==> config.mk <==
export PLATFORM = sky130hd
export DESIGN_NAME = fetch_unit
export DESIGN_NICKNAME = d
export VERILOG_FILES = /design/src/rtl/fetch_unit_pkg.sv /design/src/rtl/fetch_unit_inst_queue.sv /design/src/rtl/fetch_unit.sv
export SDC_FILE = /design/constraint.sdc
export NUM_CORES = 1
export LEC_CHECK = 0
export CORE_MARGIN = 5
export CORE_UTILIZATION = 61
export CTS_CLUSTER_DIAMETER = 40
export DETAILED_ROUTE_END_ITERATION = 10
export DONT_BUFFER_PORTS = 1
export PLACE_DENSITY = 0.77
export SLEW_MARGIN = 10
export SYNTH_ARGS = -nofsm -noshare
export SYNTH_HDL_FRONTEND = slang
export SYNTH_SLANG_ARGS = --single-unit
==> constraint.sdc <==
create_clock -name clk -period 27.2 [get_ports clk]
set_input_delay 1.36 -clock clk [delete_from_list [all_inputs] [get_ports clk]]
set_output_delay 1.36 -clock clk [all_outputs]
set_load 0.01 [all_outputs]
==> src/rtl/fetch_unit_pkg.sv <==
// Shared constants and types for the instruction fetch front end.
// Contents:
//   DATA_WIDTH, INSTRUCTION_WIDTH, ZERO_DATA - datapath widths and zero constant
//   IQ_DEPTH_DEFAULT, IQ_WIDTH               - default queue depth and its index range
//   fetch_state_e                            - fetch FSM encodings (2-bit)
//   iq_entry_t                               - one queued {inst, pc} record
//   next_pc()                                - sequential (not-taken) successor PC
package fetch_unit_pkg;

    localparam int unsigned DATA_WIDTH        = 32;
    localparam int unsigned INSTRUCTION_WIDTH = 32;
    localparam logic [DATA_WIDTH-1:0] ZERO_DATA = '0;

    localparam int unsigned IQ_DEPTH_DEFAULT = 8;
    localparam int unsigned IQ_WIDTH         = $clog2(IQ_DEPTH_DEFAULT);

    typedef enum logic [1:0] {
        FETCH_IDLE    = 2'd0,
        FETCH_WAIT    = 2'd1,
        FETCH_DISCARD = 2'd2
    } fetch_state_e;

    typedef struct packed {
        logic [INSTRUCTION_WIDTH-1:0] inst;
        logic [DATA_WIDTH-1:0]        pc;
    } iq_entry_t;

    // Static not-taken prediction; wraps modulo 2^32.
    function automatic logic [DATA_WIDTH-1:0] next_pc(input logic [DATA_WIDTH-1:0] pc);
        return pc + 32'd4;
    endfunction

endpackage

==> src/rtl/fetch_unit_inst_queue.sv <==
// Synchronous FIFO of {inst, pc} records between fetch and decode.
// Ports:
//   clk, rst   - clock, asynchronous active-high reset
//   clear      - synchronous flush, overrides push and pop on the same edge
//   push       - write push_entry at the tail (ignored when full)
//   pop        - drop the head entry (ignored when empty)
//   count      - number of valid entries (0..DEPTH)
//   full/empty - occupancy flags
//   head       - head entry, all-zero when empty
module fetch_unit_inst_queue
    import fetch_unit_pkg::*;
#(
    parameter int unsigned DEPTH = IQ_DEPTH_DEFAULT,
    localparam int unsigned AW   = $clog2(DEPTH)
) (
    input  logic        clk,
    input  logic        rst,
    input  logic        clear,
    input  logic        push,
    input  iq_entry_t   push_entry,
    input  logic        pop,
    output logic [AW:0] count,
    output logic        full,
    output logic        empty,
    output iq_entry_t   head
);

    localparam logic [AW:0] FULL_COUNT = (AW + 1)'(DEPTH);

    iq_entry_t   mem [DEPTH];
    // One extra pointer bit distinguishes full from empty when indices match.
    logic [AW:0] head_ptr;
    logic [AW:0] tail_ptr;
    logic        push_en;
    logic        pop_en;

    assign count   = tail_ptr - head_ptr;
    assign full    = (count == FULL_COUNT);
    assign empty   = (head_ptr == tail_ptr);
    assign push_en = push && !full && !clear;
    assign pop_en  = pop && !empty && !clear;
    assign head    = empty ? '0 : mem[head_ptr[AW-1:0]];

    always_ff @(posedge clk or posedge rst) begin
        if (rst) begin
            head_ptr <= '0;
            tail_ptr <= '0;
        end else if (clear) begin
            head_ptr <= '0;
            tail_ptr <= '0;
        end else begin
            if (push_en) tail_ptr <= tail_ptr + 1'b1;
            if (pop_en)  head_ptr <= head_ptr + 1'b1;
        end
    end

    always_ff @(posedge clk) begin
        if (push_en) mem[tail_ptr[AW-1:0]] <= push_entry;
    end

endmodule

==> src/rtl/fetch_unit.sv <==
// Instruction fetch front end: sequential PC generation, one outstanding
// memory request at a time, instruction queue towards decode, ROB redirect.
// Ports:
//   clk, rst                     - clock, asynchronous active-high reset
//   flush_ena, flush_pc          - ROB redirect request and target
//   mem_req_ena, mem_req_addr    - registered one-cycle fetch request
//   mem_resp_valid, mem_resp_inst- returned instruction word
//   decode_ready                 - decode can accept the queue head
//   out_valid, out_inst, out_pc  - queue head presented to decode
module fetch_unit
    import fetch_unit_pkg::*;
#(
    parameter int unsigned           IQ_DEPTH = IQ_DEPTH_DEFAULT,
    parameter logic [DATA_WIDTH-1:0] RESET_PC = 32'h0
) (
    input  logic                         clk,
    input  logic                         rst,
    input  logic                         flush_ena,
    input  logic [DATA_WIDTH-1:0]        flush_pc,
    output logic                         mem_req_ena,
    output logic [DATA_WIDTH-1:0]        mem_req_addr,
    input  logic                         mem_resp_valid,
    input  logic [INSTRUCTION_WIDTH-1:0] mem_resp_inst,
    input  logic                         decode_ready,
    output logic                         out_valid,
    output logic [INSTRUCTION_WIDTH-1:0] out_inst,
    output logic [DATA_WIDTH-1:0]        out_pc
);

    localparam int unsigned CW = $clog2(IQ_DEPTH) + 1;

    fetch_state_e          state;
    logic [DATA_WIDTH-1:0] pc;

    logic          iq_push;
    logic          iq_pop;
    iq_entry_t     iq_in;
    iq_entry_t     iq_head;
    logic [CW-1:0] iq_count;
    logic          iq_full;
    logic          iq_empty;
    logic          unused_count;

    // Flush wins over any same-edge push or pop.
    assign iq_push      = (state == FETCH_WAIT) && mem_resp_valid && !flush_ena;
    assign iq_pop       = !iq_empty && decode_ready && !flush_ena;
    assign iq_in        = '{inst: mem_resp_inst, pc: pc};
    assign unused_count = ^iq_count;

    assign out_valid = !iq_empty;
    assign out_inst  = iq_head.inst;
    assign out_pc    = iq_head.pc;

    fetch_unit_inst_queue #(
        .DEPTH (IQ_DEPTH)
    ) u_inst_queue (
        .clk        (clk),
        .rst        (rst),
        .clear      (flush_ena),
        .push       (iq_push),
        .push_entry (iq_in),
        .pop        (iq_pop),
        .count      (iq_count),
        .full       (iq_full),
        .empty      (iq_empty),
        .head       (iq_head)
    );

    always_ff @(posedge clk or posedge rst) begin
        if (rst) begin
            state        <= FETCH_IDLE;
            pc           <= RESET_PC;
            mem_req_ena  <= 1'b0;
            mem_req_addr <= ZERO_DATA;
        end else begin
            mem_req_ena <= 1'b0;
            case (state)
                FETCH_IDLE: begin
                    if (flush_ena) begin
                        pc <= flush_pc;
                    end else if (!iq_full) begin
                        // Issuing only below full guarantees room for the response.
                        state        <= FETCH_WAIT;
                        mem_req_ena  <= 1'b1;
                        mem_req_addr <= pc;
                    end
                end
                FETCH_WAIT: begin
                    if (flush_ena) begin
                        pc    <= flush_pc;
                        state <= mem_resp_valid ? FETCH_IDLE : FETCH_DISCARD;
                    end else if (mem_resp_valid) begin
                        pc    <= next_pc(pc);
                        state <= FETCH_IDLE;
                    end
                end
                FETCH_DISCARD: begin
                    // Waiting out the stale response of a flushed request.
                    if (flush_ena)      pc    <= flush_pc;
                    if (mem_resp_valid) state <= FETCH_IDLE;
                end
                default: state <= FETCH_IDLE;
            endcase
        end
    end

endmodule

==> metrics <==
status completed; Post-synth EDFFs about 510; ant diodes 0; Core Rows between 70 and 80; CTS clk-pin slew, worst paths 60 ps; Final nets 1378; Worst EP required 25840 ps; Num CTS Buffers 67; gr ovfl total 0; CP max stage cell dfrtp_4; Final Hold Viols 0; Die Ht 205 microns; fmax between 0.2 and 0.25 GHz; initial antenna violation count 0; critical path type reg -> out; RSZ-0062 raised after global routing no; maxcap violations 0; syn nets 1364; Total Die Area roughly 0.042 sq mm; Root Buffer Master clkbuf_16; PortBufs 0; Leak 8.39 nW; Core Area roughly 0.038 sq mm; Initial Utilization 61.7%; Async S/R FF share, synth 12.8%; Avg Cell Area, Syn 18.0 sq um; Worst Tran Pin Value 1160 ps; H-tree levels 3; Post-Syn Instances 1289; Hold Crit Class in -> async; CP startpoint kind flip-flop; Syn. warnings 0; max_slew headroom a little under a quarter; sequential area share after synthesis 74.2%; postcts setup bufs 0; ratio of cells with drive above 1 in the final layout 23.1%; via count 12.1k; setup TNS 0 ps; final setup margin 22270 ps; Die Wd 205 microns; pin count of the biggest net entering global routing between 70 and 80; ranking of synthesized cells by area edfxtp_1 (66%), mux4_2 (12%), dfrtp_1 (8.1%); Critical Path AT 3570 ps; DR vias/cell about 6.5; # hold bufs at CTS 0; Worst IR Drop VDD 0.0000876 V; Area Growth Syn to Fin 11.9%; Worst Skew 25.3 ps; Slew Viols, Final 0; Worst Setup End Kind output port; CP max stage delay 960 ps; Placer Congestion 0.840; Top Ports roughly 170; Post-synth top cells edfxtp_1 (512), nand2_1 (174), mux4_2 (128); clock sinks 587; area share of the largest cell type after synthesis around two thirds; count leader, synth edfxtp_1; CP Max Fanout 76; CTS resizes 0; pre-CTS setup slack 22870 ps; DRT iter0 DRCs 1216; clk_lat worst skew 580 ps; Post-Route WL 51.3 mm; most common flop cell mapped by yosys edfxtp_1; DRC viols 0; vias in the first global route 12.6k; Tmin final a little under 5000 ps; CTS tree built; mapped cell area approximately 0.023 sq mm; Final Cycle Share between 10% and 20%; synth unique cells 60; PD cells 99.6 mW/mm^2; critical-path cell list buf_4 -> mux4_2 -> nand2_1 -> a21oi_1; drt pass-1 iters 5; Post-DRT Antenna Nets 0; Final setup viols 0; Seq cells post-synth 587; DR WL/cell 27.5 microns; post-synth top area cell edfxtp_1; CTS Buffer Depth 3; first-pass GRT wire length 78.2 mm; Tot GR Track Use 25.0%; Post-DP HPWL 27.7 mm
layer usage:
layer | routed length (microns) | vias up | part of all wire, % | GRT usage [%]
li1 | - | 5140 | - | -
met2 | 25100 | 593 | 49 | 39.7
met4 | 1090 | 0 | 2.1 | 6.56
met1 | 19700 | 6292 | 38 | 34.7
met3 | 5380 | 81 | 10 | 7.58
met5 | 0 | - | 0 | 0
worst max-delay path: cells and delay by family, from the launching register on:
| kind | cells | cell delay, ps |
|---|---|---|
| AO/OA/AOI/OAI | 1 | 470 |
| buffers and inverters | 1 | 960 |
| flip-flops | 1 | 960 |
| multiplexers | 1 | 390 |
| AND/OR/NAND/NOR | 1 | 60 |
final timing paths:
check                      slack [ps]                startpoint  depth (start not counted)                  endpoint
max in group asynchronous       25420                       rst                          2  u_inst_queue.head_ptr[0]
hold / removal                    560                       rst                          1          mem_req_addr[30]
min in group clk                  590          mem_req_addr[26]                          1          mem_req_addr[26]
setup reg to reg                22850  u_inst_queue.head_ptr[2]                          9    u_inst_queue.mem[7][2]
hold reg to reg                   590          mem_req_addr[26]                          1          mem_req_addr[26]
setup / recovery                22270  u_inst_queue.head_ptr[1]                          4                out_pc[10]
registers in the layout (all words and copies together) (netlist names):
signal / count
mem_req_addr: 32
mem_req_ena: 1
pc: 32
state: 2
u_inst_queue.head_ptr: 4
u_inst_queue.mem: 512
u_inst_queue.tail_ptr: 4
through the flow:
| step | area [sq um] | hold slack [ps] | instances | power (mW) | utilization [%] |
|---|---|---|---|---|---|
| 6_report | 26000 | 558 | 1865 | 2.59 | 69.1 |
| 3_5_place_dp | 23800 | 574 | 1745 | 1.72 | 63.2 |
| 5_1_grt | 26000 | 546 | 1865 | 2.71 | 69.1 |
| 2_1_floorplan | 23300 | 535 | 1289 | 1.57 | - |
| 4_1_cts | 26000 | 535 | 1865 | 2.61 | 69.1 |
| 3_3_place_gp | 23800 | 557 | 1745 | 1.70 | 63.2 |
where the power goes:
group / total [mW] / switching (mW) / leakage, nW / internal [mW]
clock network: 0.898 / 0.351 / 1.07 / 0.547
logic: 0.470 / 0.264 / 1.84 / 0.206
registers: 1.22 / 0.137 / 5.48 / 1.08
placed cells by master (no fill, tap or decap), drive strengths merged, types with 2 or more instances in the layout:
cell / n
xnor2: 3
or2: 2
inv: 16
mux4: 128
o21ai: 26
a211o: 2
clkbuf: 89
o22a: 3
a21oi: 89
mux2: 34
a2bb2oi: 5
a211oi: 2
o311ai: 2
a21o: 4
clkinv: 14
and3: 3
nand2b: 3
nor2: 29
clkinvlp: 5
or3: 6
a31oi: 4
a311oi: 4
bufinv: 6
o211a: 2
edfxtp: 512
nor4: 15
buf: 22
nand4: 8
nand2: 174
nand3: 17
nor3: 11
and4: 7
o32ai: 2
ha: 6
dfrtp: 75
nor2b: 3
o22ai: 5
cell families (layout without fill, tap and decap cells):
group                      Yosys count  after routing  share of synthesized area, %
AOI/OAI and AO/OA                  159            159                          4.04
xor gates and xnor gates             4              4                         0.151
adders and majority gates            6              6                         0.323
buffers and inverters               87            152                          1.55
DFF                                587            587                          74.2
muxes                              162            162                          14.0
and+or+nand+nor                    284            284                          5.70
cell type report:
class	count	area, sq um
clock inverters	31	342
multi-input cells	615	5690
repair buffers	22	165
inverters	10	38.8
well taps	511	639
flip-flops and latches	587	17300
fillers	2346	11700
clock buffers	89	1880
Note: power is estimated with default switching activity, not from simulation.
